$ cat config.mk
export PLATFORM = sky130hd
export DESIGN_NAME = cdm_div32_16_flat
export DESIGN_NICKNAME = d
export VERILOG_FILES = /design/src/rtl/cdm_div32_16_if.sv /design/src/rtl/cdm_div32_16.sv /design/src/flat_wrapper.sv
export SDC_FILE = /design/constraint.sdc
export NUM_CORES = 1
export LEC_CHECK = 0
export ABC_CLOCK_PERIOD_IN_PS = 3200
export CAP_MARGIN = 20
export CORE_MARGIN = 2
export CORE_UTILIZATION = 54
export CTS_CLUSTER_SIZE = 16
export DETAILED_ROUTE_END_ITERATION = 8
export PLACE_DENSITY = 0.81
export SLEW_MARGIN = 20
export SYNTH_ARGS = -nofsm -noshare
export SYNTH_HDL_FRONTEND = slang
export SYNTH_SLANG_ARGS = --single-unit
$ cat constraint.sdc
create_clock -name clk -period 3.2 [get_ports clk]
set_input_delay 0.48 -clock clk [delete_from_list [all_inputs] [get_ports clk]]
set_output_delay 0.48 -clock clk [all_outputs]
set_load 0.01 [all_outputs]
$ cat src/rtl/cdm_div32_16_if.sv
// -----------------------------------------------------------------------------
// cdm_div32_16_if
// Operand/result channel for the cdm_div32_16 restoring divider.
//   Input side : in_valid, in_ready, dividend[2*DW], divisor[DW]
//   Output side: out_valid, out_ready, quotient[DW], remainder[DW],
//                div_by_zero, overflow, chk_err
// Modports:
//   master - the producer of operands / consumer of results
//   slave  - the divider itself
// -----------------------------------------------------------------------------
interface cdm_div32_16_if #(
    parameter int DW = 16
);
    logic              in_valid;
    logic              in_ready;
    logic [2*DW-1:0]   dividend;
    logic [DW-1:0]     divisor;
    logic              out_valid;
    logic              out_ready;
    logic [DW-1:0]     quotient;
    logic [DW-1:0]     remainder;
    logic              div_by_zero;
    logic              overflow;
    logic              chk_err;

    modport master (
        output in_valid, dividend, divisor, out_ready,
        input  in_ready, out_valid, quotient, remainder,
               div_by_zero, overflow, chk_err
    );

    modport slave (
        input  in_valid, dividend, divisor, out_ready,
        output in_ready, out_valid, quotient, remainder,
               div_by_zero, overflow, chk_err
    );
endinterface

$ cat src/rtl/cdm_div32_16.sv
// -----------------------------------------------------------------------------
// cdm_div32_16
// Sequential restoring divider: 2*DW-bit dividend / DW-bit divisor gives a
// DW-bit quotient and DW-bit remainder, one quotient bit per cycle, MSB first.
// Intended to undo or check products of the DWxDW multiplier datapath.
//
// Ports:
//   clk   - rising-edge clock
//   rst_n - asynchronous active-low reset (release is expected synchronous)
//   bus   - cdm_div32_16_if.slave: valid/ready operand input
//           (dividend, divisor) and valid/ready result output
//           (quotient, remainder, div_by_zero, overflow, chk_err)
//
// Optional build macro:
//   CDM_DIV_CHECK_EN - adds a one-cycle VERIFY state that recomputes
//                      quotient*divisor + remainder and flags chk_err on a
//                      mismatch with the dividend. Without it chk_err is 0.
//
// Latency from accept to out_valid: 1 cycle for divide-by-zero / overflow,
// DW+1 cycles for a normal divide (DW+2 with CDM_DIV_CHECK_EN).
// -----------------------------------------------------------------------------
module cdm_div32_16 #(
    parameter int DW = 16
) (
    input  logic           clk,
    input  logic           rst_n,
    cdm_div32_16_if.slave  bus
);
    localparam int CW = $clog2(DW);

`ifdef CDM_DIV_CHECK_EN
    typedef enum logic [1:0] {S_IDLE, S_RUN, S_VERIFY, S_DONE} state_t;
`else
    typedef enum logic [1:0] {S_IDLE, S_RUN, S_DONE} state_t;
`endif

    state_t          state_reg;
    state_t          state_next;

    logic [DW-1:0]   divisor_reg;
    logic [DW-1:0]   lo_reg;      // dividend low half, shifted left each step
    logic [DW-1:0]   p_reg;       // partial remainder; always < divisor so DW bits suffice
    logic [DW-1:0]   quo_reg;
    logic [DW-1:0]   rem_reg;
    logic [CW-1:0]   cnt_reg;
    logic            dz_reg;
    logic            ov_reg;

    logic [DW-1:0]   hi_in;
    logic            is_dz;
    logic            is_ov;
    logic            accept;
    logic [DW:0]     p_shift;
    logic            ge;
    logic [DW-1:0]   p_step;
    logic            last_step;

    assign hi_in     = bus.dividend[2*DW-1:DW];
    assign is_dz     = (bus.divisor == '0);
    // A quotient that fits DW bits requires the high half to be below the divisor.
    assign is_ov     = (hi_in >= bus.divisor);
    assign accept    = (state_reg == S_IDLE) && bus.in_valid;

    // One restoring step: shift in the next dividend bit, subtract if it fits.
    assign p_shift   = {p_reg, lo_reg[DW-1]};
    assign ge        = (p_shift >= {1'b0, divisor_reg});
    assign p_step    = ge ? DW'(p_shift - {1'b0, divisor_reg}) : p_shift[DW-1:0];
    assign last_step = (cnt_reg == '0);

`ifdef CDM_DIV_CHECK_EN
    logic [2*DW-1:0] dividend_reg;
    logic            chk_reg;
    logic [2*DW-1:0] chk_sum;

    assign chk_sum = (2*DW)'(quo_reg) * (2*DW)'(divisor_reg) + (2*DW)'(rem_reg);
`endif

    // ---------------- state register ----------------
    always_ff @(posedge clk or negedge rst_n) begin
        if (!rst_n) begin
            state_reg <= S_IDLE;
        end else begin
            state_reg <= state_next;
        end
    end

    // ---------------- next-state logic ----------------
    always_comb begin
        state_next = state_reg;
        case (state_reg)
            S_IDLE: begin
                if (bus.in_valid) begin
                    state_next = (is_dz || is_ov) ? S_DONE : S_RUN;
                end
            end
            S_RUN: begin
                if (last_step) begin
`ifdef CDM_DIV_CHECK_EN
                    state_next = S_VERIFY;
`else
                    state_next = S_DONE;
`endif
                end
            end
`ifdef CDM_DIV_CHECK_EN
            S_VERIFY: state_next = S_DONE;
`endif
            S_DONE: begin
                if (bus.out_ready) begin
                    state_next = S_IDLE;
                end
            end
            default: state_next = S_IDLE;
        endcase
    end

    // ---------------- outputs ----------------
    always_comb begin
        bus.in_ready    = (state_reg == S_IDLE);
        bus.out_valid   = (state_reg == S_DONE);
        bus.quotient    = quo_reg;
        bus.remainder   = rem_reg;
        bus.div_by_zero = dz_reg;
        bus.overflow    = ov_reg;
`ifdef CDM_DIV_CHECK_EN
        bus.chk_err     = chk_reg;
`else
        bus.chk_err     = 1'b0;
`endif
    end

    // ---------------- datapath ----------------
    always_ff @(posedge clk or negedge rst_n) begin
        if (!rst_n) begin
            divisor_reg  <= '0;
            lo_reg       <= '0;
            p_reg        <= '0;
            quo_reg      <= '0;
            rem_reg      <= '0;
            cnt_reg      <= '0;
            dz_reg       <= 1'b0;
            ov_reg       <= 1'b0;
`ifdef CDM_DIV_CHECK_EN
            dividend_reg <= '0;
            chk_reg      <= 1'b0;
`endif
        end else begin
            case (state_reg)
                S_IDLE: begin
                    if (accept) begin
                        divisor_reg <= bus.divisor;
                        lo_reg      <= bus.dividend[DW-1:0];
                        p_reg       <= hi_in;
                        cnt_reg     <= CW'(DW - 1);
                        dz_reg      <= is_dz;
                        ov_reg      <= !is_dz && is_ov;
`ifdef CDM_DIV_CHECK_EN
                        dividend_reg <= bus.dividend;
                        chk_reg      <= 1'b0;
`endif
                        // Special cases saturate the quotient and pass the low half through.
                        if (is_dz || is_ov) begin
                            quo_reg <= '1;
                            rem_reg <= bus.dividend[DW-1:0];
                        end
                    end
                end
                S_RUN: begin
                    p_reg   <= p_step;
                    quo_reg <= {quo_reg[DW-2:0], ge};
                    lo_reg  <= lo_reg << 1;
                    cnt_reg <= cnt_reg - 1'b1;
                    if (last_step) begin
                        rem_reg <= p_step;
                    end
                end
`ifdef CDM_DIV_CHECK_EN
                S_VERIFY: begin
                    chk_reg <= (chk_sum != dividend_reg);
                end
`endif
                default: ;
            endcase
        end
    end
endmodule

$ cat src/flat_wrapper.sv
// flat-port wrapper written by rule: the top's interface ports become plain ports
module cdm_div32_16_flat 
#(
    parameter int DW = 16
)
  (clk, rst_n, bus_in_valid, bus_dividend, bus_divisor, bus_out_ready, bus_in_ready, bus_out_valid, bus_quotient, bus_remainder, bus_div_by_zero, bus_overflow, bus_chk_err);
  cdm_div32_16_if #(.DW(DW)) bus_i ();
  input  logic clk;
  input  logic rst_n;
  input wire logic [$bits(bus_i.in_valid)-1:0] bus_in_valid;
  input wire logic [$bits(bus_i.dividend)-1:0] bus_dividend;
  input wire logic [$bits(bus_i.divisor)-1:0] bus_divisor;
  input wire logic [$bits(bus_i.out_ready)-1:0] bus_out_ready;
  output wire logic [$bits(bus_i.in_ready)-1:0] bus_in_ready;
  output wire logic [$bits(bus_i.out_valid)-1:0] bus_out_valid;
  output wire logic [$bits(bus_i.quotient)-1:0] bus_quotient;
  output wire logic [$bits(bus_i.remainder)-1:0] bus_remainder;
  output wire logic [$bits(bus_i.div_by_zero)-1:0] bus_div_by_zero;
  output wire logic [$bits(bus_i.overflow)-1:0] bus_overflow;
  output wire logic [$bits(bus_i.chk_err)-1:0] bus_chk_err;
  assign bus_i.in_valid = bus_in_valid;
  assign bus_i.dividend = bus_dividend;
  assign bus_i.divisor = bus_divisor;
  assign bus_i.out_ready = bus_out_ready;
  assign bus_in_ready = bus_i.in_ready;
  assign bus_out_valid = bus_i.out_valid;
  assign bus_quotient = bus_i.quotient;
  assign bus_remainder = bus_i.remainder;
  assign bus_div_by_zero = bus_i.div_by_zero;
  assign bus_overflow = bus_i.overflow;
  assign bus_chk_err = bus_i.chk_err;
  cdm_div32_16 #(.DW(DW)) u_core (.clk(clk), .rst_n(rst_n), .bus(bus_i));
endmodule
==> flow_results.org <==
** Floorplan
- Count of pins on the block boundary :: 89
- The core region is 9240 um2.
- Once the floorplan was initialized, standard cells occupied 55.7% of the core.
- Total die area :: 10300 um2
- Row generation in the floorplan step produced 35 rows.
- Floorplan die width :: 102 um
- Chip Height :: 102 um

** STA
- Setup violations remaining at the end of the flow were counted as 0.
- Static timing analysis puts the maximum clock frequency at 327 MHz.
- Accumulated negative setup slack :: 0 ps
- Setup repair after global routing left no endpoint under its margin.
- The smallest clock period supported by the final layout is computed as 3060 ps.
- Post-route fraction of the period consumed by the critical path :: 95.6%
- Worst slew slack as a fraction of its limit :: 40.6%
- The number of hold violations in the final report is 0.
- The number of max-slew violations in the final report is 0.
- At the pin with the least slew margin, the transition time is 890 ps.
- For the final database, setup skew stands at 20.7 ps.
- Setup slack closes at 140 ps.

** Synth
- Counting flops with an async set or reset pin after synthesis yields a share of 100%.
- The largest total area in the synthesized netlist belongs to sky130_fd_sc_hd__dfrtp_1.
- Most repeated cell in the gate-level netlist after synthesis :: sky130_fd_sc_hd__dfrtp_1
- Number of distinct library cell variants in the gate-level netlist after synthesis :: 61
- In this run the mean area of a mapped cell was 8.92 um2.
- In the synthesized netlist the dominant register cell turns out to be sky130_fd_sc_hd__dfrtp_1.
- The synthesized design devotes to its leading area cell type 42.8% of total area.
- Register area share after synthesis :: 42.8%
- Synthesis handed over a netlist of 577 instances.
- Total of warnings raised by yosys :: 0
- Commonest cells in the netlist :: 88 x sky130_fd_sc_hd__dfrtp_1, 76 x sky130_fd_sc_hd__nand2_1, 65 x sky130_fd_sc_hd__o21ai_0, 39 x sky130_fd_sc_hd__inv_1, 36 x sky130_fd_sc_hd__nor2_1
- Synth Net Count :: 663
- In the post-synthesis netlist, the biggest area contributors are sky130_fd_sc_hd__dfrtp_1 43%, sky130_fd_sc_hd__ha_1 8.0%, sky130_fd_sc_hd__o21ai_0 6.3%, sky130_fd_sc_hd__nand2_1 5.5%, sky130_fd_sc_hd__a21oi_1 3.3%.
- Flip-flop and latch count after synthesis :: 88
- In this run the cell area of the synthesized design comes to 5150 um2.
- Counting flops with a built-in enable in the synthesized netlist gives 0.

** Setup path
- CP Data Required Time :: 3430 ps
- RR Startpoint :: u_core.p_reg[9]
- The number of cells on the worst reg-to-reg path is 8.
- Terminus of the critical flop-to-flop path :: u_core.p_reg[10]
- Data arrives at the worst endpoint at 3290 ps.
- The critical path in this run is classified as flop to flop.
- Worst setup SP type :: flop
- Maximum net fanout on the critical path :: 12
- The worst setup path is captured at a flop.
- Reg-to-reg setup timing slack :: 140 ps

** Finish
- Area Growth Syn to Fin :: 23.8%
- The net count of the finished layout is 748.
- Of the cells placed in the final design, the portion with a size suffix greater than 1 is 7.50%.
- The filler cells instantiated in the layout total 753.
- For this run, the number of standard cells in the final layout without fillers is 796.
- Diodes inserted :: 0

** Clock tree
- Max Buffers Root-to-Sink :: 2
- In this run, post-CTS hold repair placed 0 buffers.
- After clock tree synthesis, the clock-pin slew on the worst setup and hold paths is 100 ps.
- Clock sinks :: 88
- The tree is rooted in a sky130_fd_sc_hd__clkbuf_8.
- The later pin in the worst-skew pair is clocked with a latency of 370 ps.
- The clock tree synthesis step divided the H-tree into 3 levels.
- Post-CTS repair changed the size of 0 cells.
- Clock buffers created by TritonCTS :: 9
- TritonCTS built the clock tree.
- Buffers added to address setup during post-CTS repair amount to 0.

** Pwr
- For this design the total switching power over the nets is 3.18 mW.
- For this design the static power due to leakage is 2.78 nW.
- Power density of the placed cells :: 1060 nW/um2
- Per report_power, the combinational group accounts for 60.6% of the total.
- Total internal power :: 3.58 mW
- IR analysis of the VDD net gives a maximum drop of 0.000445 V.
- Tot Pwr :: 6.75 mW
- Portion of total power attributed to sequential cells :: 28.7%
- Net switching is 47.1% of the power.
- Fraction of power consumed by the clock network :: 10.7%

** Global route
- Total track usage :: 29.7%
- Maximum number of pins on one net before global-route repair :: 89
- Number of global-route vias before repair :: 4781
- Global routing finished with a remaining overflow of 0.
- The initial antenna violation count is 0.
- Wire length of the first global-routing pass :: 23700 um

** Place
- At the end of routability-driven placement, the weighted congestion stood at 0.938.
- OpenSTA, run right after detailed placement, puts the worst setup slack at 79.3 ps.
- Summed over all nets, the half-perimeter wirelength after detailed placement is 11300 um.
- The number of placed instances, taps included, is 780.
- Input and output buffers added on the ports amount to 87.

** Routing
- Final routed wirelength across all metal layers :: 14800 um
- In this run, the number of DRC markers left after iteration 0 of detailed routing was 349.
- In this run the remaining antenna-violating nets after routing total 0.
- For this run, design rule violations remaining after detail routing come to 0.
- Dividing the detail-routed wire length by the instance count gives 18.6 um.
- The first detailed-routing pass took 7 iterations.
- Drt via density :: 6.10
- Total number of vias :: 4852

** Job
- Max_cap viols :: 0

** Hold path
- The worst hold path belongs to the class input pin to asynchronous set/reset pin.

** Run status
- Result of the run :: finished clean
-- worst max path at each step --
stage	startpoint	to	slack, ps	cells after the start
6_report	u_core.p_reg[9]	u_core.p_reg[10]	140	8
5_1_grt	u_core.p_reg[9]	u_core.p_reg[10]	80	8
4_1_cts	u_core.p_reg[9]	u_core.p_reg[10]	250	8
3_5_place_dp	bus_divisor[14]	u_core.bus.remainder[2]	80	11
3_3_place_gp	bus_divisor[14]	u_core.bus.remainder[8]	140	11
2_1_floorplan	u_core.lo_reg[15]	u_core.bus.remainder[14]	770	11
-- area by class of cell --
class	instances	area [um2]	share of cell area, %
timing repair buffer	106	1030	16.1
multi-input combinational	418	2660	41.7
sequential	88	2200	34.6
clock buffer	10	128	2.00
tap	129	161	2.53
clock inverter	6	50.0	0.786
inverter	39	146	2.30
-- critical path, stage by stage, from the launching register on --
cell	delay, ps
sky130_fd_sc_hd__dfrtp_1	420
sky130_fd_sc_hd__ha_1	390
sky130_fd_sc_hd__a21oi_1	290
sky130_fd_sc_hd__o21ai_2	160
sky130_fd_sc_hd__a41oi_2	290
sky130_fd_sc_hd__o211a_1	440
sky130_fd_sc_hd__nand2_1	290
sky130_fd_sc_hd__a21boi_0	480
sky130_fd_sc_hd__o21ai_0	160
-- cell families (layout without fill, tap and decap cells) --
logic type | Yosys count | count (layout) | synth area share [%]
other cells | 1 | 1 | 0.0729
compound gates | 203 | 203 | 26.3
fa+ha+maj | 34 | 34 | 8.41
simple gates | 171 | 171 | 15.2
mux | 2 | 2 | 0.389
flops | 88 | 88 | 42.8
xor+xnor | 7 | 7 | 1.19
buf+inv | 71 | 161 | 5.66
-- power groups by stage --
| stage | sequential (mW) | clock [mW] | combinational (mW) |
|---|---|---|---|
| final | 1.94 | 0.725 | 4.09 |
| after CTS | 1.93 | 0.728 | 4.05 |
| after global routing | 1.99 | 0.769 | 4.51 |
| after detailed placement | 1.95 | 0 | 4.02 |
| after global placement | 1.93 | 0 | 3.89 |
| after floorplan | 1.90 | 0 | 2.74 |
-- cells in the final DEF (no fill, tap or decap), drive strengths merged, types with 5 or more instances in the layout --
cell	n
xnor2	5
nor2	37
clkdlybuf4s50	86
nor4	7
o211ai	6
clkbuf	10
o21ai	70
o31ai	14
o21a	5
a21o	5
nor2b	8
a21oi	35
o22a	15
nor3	10
a211oi	10
a22oi	13
ha	33
nand3	9
buf	20
inv	42
nand2	76
a31oi	5
dfrtp	88
-- metrics by stage --
stage / hold WS (ps) / utilization [%] / instance area [um2]
2_1_floorplan: 184 / - / 5150
3_3_place_gp: 460 / 67.0 / 6190
5_1_grt: 246 / 69.0 / 6370
4_1_cts: 367 / 68.9 / 6370
6_report: 161 / 69.0 / 6370
3_5_place_dp: 471 / 67.0 / 6190
-- layer usage --
| layer | GRT usage [%] | vias to the layer above | share of wire [%] |
|---|---|---|---|
| met2 | 48.5 | 202 | 47 |
| met4 | 10.2 | 0 | 2.7 |
| met1 | 40.9 | 2372 | 43 |
| met5 | 0 | - | 0 |
| met3 | 3.73 | 34 | 6.4 |
| li1 | - | 2244 | - |
No activity file was read; power rests on OpenSTA's default activity.
